`src/rtl/tcs_filter_sequencer.sv`:
```
// Control sequencer for a TCS3200-style colour sensor: steps the R/G/B/C filters,
// counts frequency-output edges per filter and publishes the four counts together.
module tcs_filter_sequencer #(
    parameter int unsigned SETTLE_CYCLES = 5000,
    parameter int unsigned GATE_CYCLES   = 100000,
    parameter int unsigned CNT_W         = 32,
    parameter logic [1:0]  SCALE         = 2'b10
) (
    input  logic             clk,
    input  logic             rst_n,
    input  logic             start,
    input  logic             continuous,
    input  logic             freq_in,
    output logic             s0,
    output logic             s1,
    output logic             s2,
    output logic             s3,
    output logic             oe_n,
    output logic [CNT_W-1:0] red_cnt,
    output logic [CNT_W-1:0] green_cnt,
    output logic [CNT_W-1:0] blue_cnt,
    output logic [CNT_W-1:0] clear_cnt,
    output logic             valid,
    output logic             busy
);

    localparam int unsigned MAX_CYC = (SETTLE_CYCLES > GATE_CYCLES) ? SETTLE_CYCLES : GATE_CYCLES;
    localparam int unsigned TMR_W   = (MAX_CYC > 1) ? $clog2(MAX_CYC) : 1;

    typedef enum logic [2:0] {
        IDLE,
        SETTLE,
        GATE,
        STORE,
        DONE
    } state_t;

    typedef enum logic [1:0] {
        CH_R,
        CH_G,
        CH_B,
        CH_C
    } chan_t;

    state_t             state_q, state_d;
    chan_t              chan_q, chan_d;
    logic [TMR_W-1:0]   timer_q, timer_d;
    logic [1:0]         scale_d;
    logic [1:0]         code_d;
    logic               oe_n_d;
    logic               busy_d;

    logic               sync1_q, sync2_q, sync3_q;
    logic               edge_c;
    logic [CNT_W-1:0]   edge_cnt_q;
    logic [CNT_W-1:0]   shadow_q [4];

    assign edge_c = sync2_q & ~sync3_q;

    // State, channel and timer registers
    always_ff @(posedge clk or negedge rst_n) begin
        if (!rst_n) begin
            state_q <= IDLE;
            chan_q  <= CH_R;
            timer_q <= '0;
        end else begin
            state_q <= state_d;
            chan_q  <= chan_d;
            timer_q <= timer_d;
        end
    end

    // Next state plus next pin values; pins are registered so they align with the state
    always_comb begin
        state_d = state_q;
        chan_d  = chan_q;
        timer_d = timer_q;
        scale_d = 2'b00;
        code_d  = 2'b00;
        oe_n_d  = 1'b1;
        busy_d  = 1'b0;

        case (state_q)
            IDLE: begin
                if (start) begin
                    state_d = SETTLE;
                    chan_d  = CH_R;
                    timer_d = '0;
                end
            end
            SETTLE: begin
                if (timer_q == TMR_W'(SETTLE_CYCLES - 1)) begin
                    state_d = GATE;
                    timer_d = '0;
                end else begin
                    timer_d = timer_q + TMR_W'(1);
                end
            end
            GATE: begin
                if (timer_q == TMR_W'(GATE_CYCLES - 1)) begin
                    state_d = STORE;
                    timer_d = '0;
                end else begin
                    timer_d = timer_q + TMR_W'(1);
                end
            end
            STORE: begin
                timer_d = '0;
                if (chan_q == CH_C) begin
                    state_d = DONE;
                end else begin
                    state_d = SETTLE;
                    chan_d  = chan_t'(2'(chan_q) + 2'd1);
                end
            end
            DONE: begin
                timer_d = '0;
                if (continuous) begin
                    state_d = SETTLE;
                    chan_d  = CH_R;
                end else begin
                    state_d = IDLE;
                end
            end
            default: begin
                state_d = IDLE;
                chan_d  = CH_R;
                timer_d = '0;
            end
        endcase

        if (state_d != IDLE) begin
            scale_d = SCALE;
            oe_n_d  = 1'b0;
            busy_d  = 1'b1;
            case (chan_d)
                CH_R:    code_d = 2'b00;
                CH_G:    code_d = 2'b11;
                CH_B:    code_d = 2'b01;
                default: code_d = 2'b10;
            endcase
        end
    end

    // Registered sensor pins and status
    always_ff @(posedge clk or negedge rst_n) begin
        if (!rst_n) begin
            s0   <= 1'b0;
            s1   <= 1'b0;
            s2   <= 1'b0;
            s3   <= 1'b0;
            oe_n <= 1'b1;
            busy <= 1'b0;
        end else begin
            {s0, s1} <= scale_d;
            {s2, s3} <= code_d;
            oe_n     <= oe_n_d;
            busy     <= busy_d;
        end
    end

    // freq_in synchroniser plus edge-detect stage
    always_ff @(posedge clk or negedge rst_n) begin
        if (!rst_n) begin
            sync1_q <= 1'b0;
            sync2_q <= 1'b0;
            sync3_q <= 1'b0;
        end else begin
            sync1_q <= freq_in;
            sync2_q <= sync1_q;
            sync3_q <= sync2_q;
        end
    end

    // Saturating edge counter, live only during the gate window
    always_ff @(posedge clk or negedge rst_n) begin
        if (!rst_n) begin
            edge_cnt_q <= '0;
        end else if (state_q == IDLE || state_q == SETTLE) begin
            edge_cnt_q <= '0;
        end else if (state_q == GATE && edge_c && edge_cnt_q != {CNT_W{1'b1}}) begin
            edge_cnt_q <= edge_cnt_q + CNT_W'(1);
        end
    end

    // Per-channel shadows, published together one cycle after DONE
    always_ff @(posedge clk or negedge rst_n) begin
        if (!rst_n) begin
            for (int i = 0; i < 4; i++) begin
                shadow_q[i] <= '0;
            end
            red_cnt   <= '0;
            green_cnt <= '0;
            blue_cnt  <= '0;
            clear_cnt <= '0;
            valid     <= 1'b0;
        end else begin
            valid <= 1'b0;
            if (state_q == STORE) begin
                shadow_q[chan_q] <= edge_cnt_q;
            end
            if (state_q == DONE) begin
                red_cnt   <= shadow_q[0];
                green_cnt <= shadow_q[1];
                blue_cnt  <= shadow_q[2];
                clear_cnt <= shadow_q[3];
                valid     <= 1'b1;
            end
        end
    end

endmodule

```
`config.mk`:
```
export PLATFORM = sky130hd
export DESIGN_NAME = tcs_filter_sequencer
export DESIGN_NICKNAME = d
export VERILOG_FILES = /design/src/rtl/tcs_filter_sequencer.sv
export SDC_FILE = /design/constraint.sdc
export NUM_CORES = 1
export LEC_CHECK = 0
export ABC_AREA = 0
export CAP_MARGIN = 20
export CORE_MARGIN = 3
export CORE_UTILIZATION = 25
export CTS_BUF_LIST = sky130_fd_sc_hd__clkbuf_4 sky130_fd_sc_hd__clkbuf_8
export DETAILED_ROUTE_END_ITERATION = 16
export GPL_TIMING_DRIVEN = 0
export PLACE_DENSITY = 0.51
export REMOVE_ABC_BUFFERS = 1
export SYNTH_ARGS = -nofsm -noshare
export SYNTH_HDL_FRONTEND = slang
export SYNTH_SLANG_ARGS = --single-unit
```
`constraint.sdc`:
```
create_clock -name clk -period 3.7 [get_ports clk]
set_clock_uncertainty 0.1 [all_clocks]
set_input_delay 0.555 -clock clk [delete_from_list [all_inputs] [get_ports clk]]
set_output_delay 0.555 -clock clk [all_outputs]
set_load 0.03 [all_outputs]
```
==> impl_metrics.ini <==
[timing]
worst_pin_slew_ps = 916
rsz0062_at_grt = false
period_minus_slack_ps = 3280
maxSlewViolCount = 0
fmax_mhz = 305
min_period_over_period_pct = 88.6
finalHoldViolations = 0
slew_headroom_pct = 38.8
setup_viol = 0

[worst_setup_path]
worstSetupStartpointType = register
critPathKind = register to register
arrival_ps = 3670
r2r_cells = 10
cp_data_required_time_ps = 4090
worstSetupEndpointType = register
critPathMaxFanout = 17

[place]
hpwl_mm = 20.1
port_buffers = 138
dp.cells = 1715
place_area_um2 = 15300
gp_congestion = 0.730

[synth]
syn_area_per_cell_um2 = 13.8
ys_ff_latch = 318
synth_warnings = 0
ys.flop_type = dfrtp_1
yosysSeqAreaShare_pct = 61.7
ys_types = 55
yosys.area.top_type = dfrtp_1
syn_inst = 936
synthDominantCellAreaShare_pct = 61.5
synth_edf_count = 0
yosysMostFrequentCell = dfrtp_1
ys_top_cells_by_count = dfrtp_1, mux2_2, nand2_1
synthArstFlopShare_pct = 100
netlist_area_um2 = 12900
synthTopCellsByArea = dfrtp_1, mux2_2, nand2_1, clkbuf_1, a21oi_1

[pwr]
cell_internal_pwr_uw = 5830
clockPowerShare_pct = 48.9
power_switching_uw = 1660
switching_share_pct = 22.2
powerDensity_nw_per_um2 = 452
power_frac_comb_pct = 3.1
ir_drop_mv = 0.289
leakagePower_uw = 0.00766
pwr-share-seq_pct = 48.0

[clock_network]
post-cts-setup-buffers = 0
cts_tree = yes
clkSlewWorstSetupHoldPaths_ps = 60
htree_levels = 2
cts-root-buf = clkbuf_8
clk-insertion-delay-late_ps = 620
cts_buffers = 57
cts_sinks = 318
cts.path.max_buffers = 3

[route]
antenna_left = 0
vias_per_cell = 4.44
num_vias = 8065
drtIter0Drc = 410
drc = 0
routedWlPerCell_um = 16.5
dr.pass1.iters = 4
drt_wl_total_mm = 29.9

[floorplanning]
start_util_pct = 25.5
dieArea_um2 = 54300
die_w_um = 233
die-height_um = 233
pin_count = 140
core-area_um2 = 50600
std_cell_rows = 82

[flow_run]
cap_violations = 0

[final_layout]
drive_above_1_share_pct = 35.1
fillCellCount = 5024
multi_input_area_um2 = 4680
n_antenna_cell = 0
area_delta_synth_final_pct = 28.4
fin_cells = 1816
fin_area_um2 = 16600
layout.nets = 1112
regArea_um2 = 7960

[worst_hold_path]
hold_path_depth = 0
holdCritPathClass = register to register

[global_route]
use_met2_pct = 17.0
grt_overflow = 0
grt_use_met1_pct = 15.5
antenna_found_initial = 1
grt_pass1_wl_mm = 48.0
busiest_layer = met2
grt_usage_pct = 11.2
grt_pass1_vias = 8442
grt_max_degree = 97
use_met3_pct = 2.76

[outcome]
status = finished, final reports clean
registers in the layout, indices dropped and copies added (netlist names), 2 cells and up:
signal and count:
blue_cnt 32, chan_q 2, clear_cnt 32, edge_cnt_q 32, green_cnt 32, red_cnt 32, shadow_q 128, state_q 3
timer_q 17
logic make-up after synthesis:
kind of cell	count (synthesis)	synth area share [%]
DFF	318	61.7
muxes	255	22.3
and+or+nand+nor	182	7.85
AOI/OAI and AO/OA	107	5.41
buffers and inverters	67	2.21
adders and majority gates	4	0.388
xor gates and xnor gates	2	0.136
other	1	0.0291
path summary, 6_finish.rpt:
| kind | startpoint | to | slack (ps) |
|---|---|---|---|
| max in group asynchronous | rst_n | green_cnt[3] | 1480 |
| worst max-delay path | state_q[2] | green_cnt[31] | 420 |
| worst min register to register | sync1_q | sync2_q | 260 |
| worst min-delay path | sync1_q | sync2_q | 260 |
| min in group asynchronous | rst_n | red_cnt[26] | 410 |
| worst max register to register | state_q[2] | green_cnt[31] | 420 |
repair_timing:
item,in CTS,in global routing
gates resized for setup,0,0
hold endpoints to repair,79,0
hold buffers,1,0
cell type report:
class | instances | area share, %
Sequential cell | 318 | 48.1
Multi-Input combinational cell | 551 | 28.3
Timing Repair Buffer | 167 | 10.6
Clock buffer | 86 | 6.54
Tap cell | 672 | 5.08
Clock inverter | 14 | 1.24
Inverter | 8 | 0.181
placed cells by master, fill, tap and decap left out, types with 9 or more instances in the layout:
cell type,netlist,final
a21oi_1,30,30
a31oi_1,9,9
buf_6,1,12
clkbuf_4,0,16
clkbuf_8,0,70
clkdlybuf4s50_1,0,137
dfrtp_1,317,317
mux2_2,253,253
nand2_1,43,43
nand3_1,22,21
nand4_1,15,15
nor2_1,26,24
o21ai_0,25,25
o31ai_1,12,12
or3_1,12,12
or4_1,20,20
power groups by stage:
stage / clock, uW / sequential [uW] / combinational, uW
floorplan: 0 / 3640 / 115
global placement: 0 / 3660 / 215
detailed placement: 0 / 3660 / 236
CTS: 3840 / 3600 / 238
global route: 4000 / 3610 / 268
finish: 3660 / 3600 / 231
metrics by stage:
stage	util (%)	worst slack, ps	hold WS (ps)	power, uW	setup TNS (ps)
after detailed placement	30.2	326	235	3890	0
after global placement	29.4	-13240	237	3880	-5801920
after floorplan	-	-6880	159	3760	-907500
after CTS	32.7	332	235	7670	0
final	32.7	421	255	7490	0
after global routing	32.7	199	265	7880	0
per-layer routing:
metal  share of wire (%)  vias up
met5               0.023        -
met2                  45      163
li1                    -     3748
met3                 5.2       56
met4                 2.5        2
met1                  48     4096
worst max-delay path, cell delays in order, from the launching register on:
cell	delay (ps)
dfrtp_1	720
inv_1	140
nor3_2	550
buf_6	230
buf_6	160
buf_6	170
buf_4	230
buf_6	170
buf_6	150
buf_6	170
mux2_2	340
No activity file was read; power rests on OpenSTA's default activity.
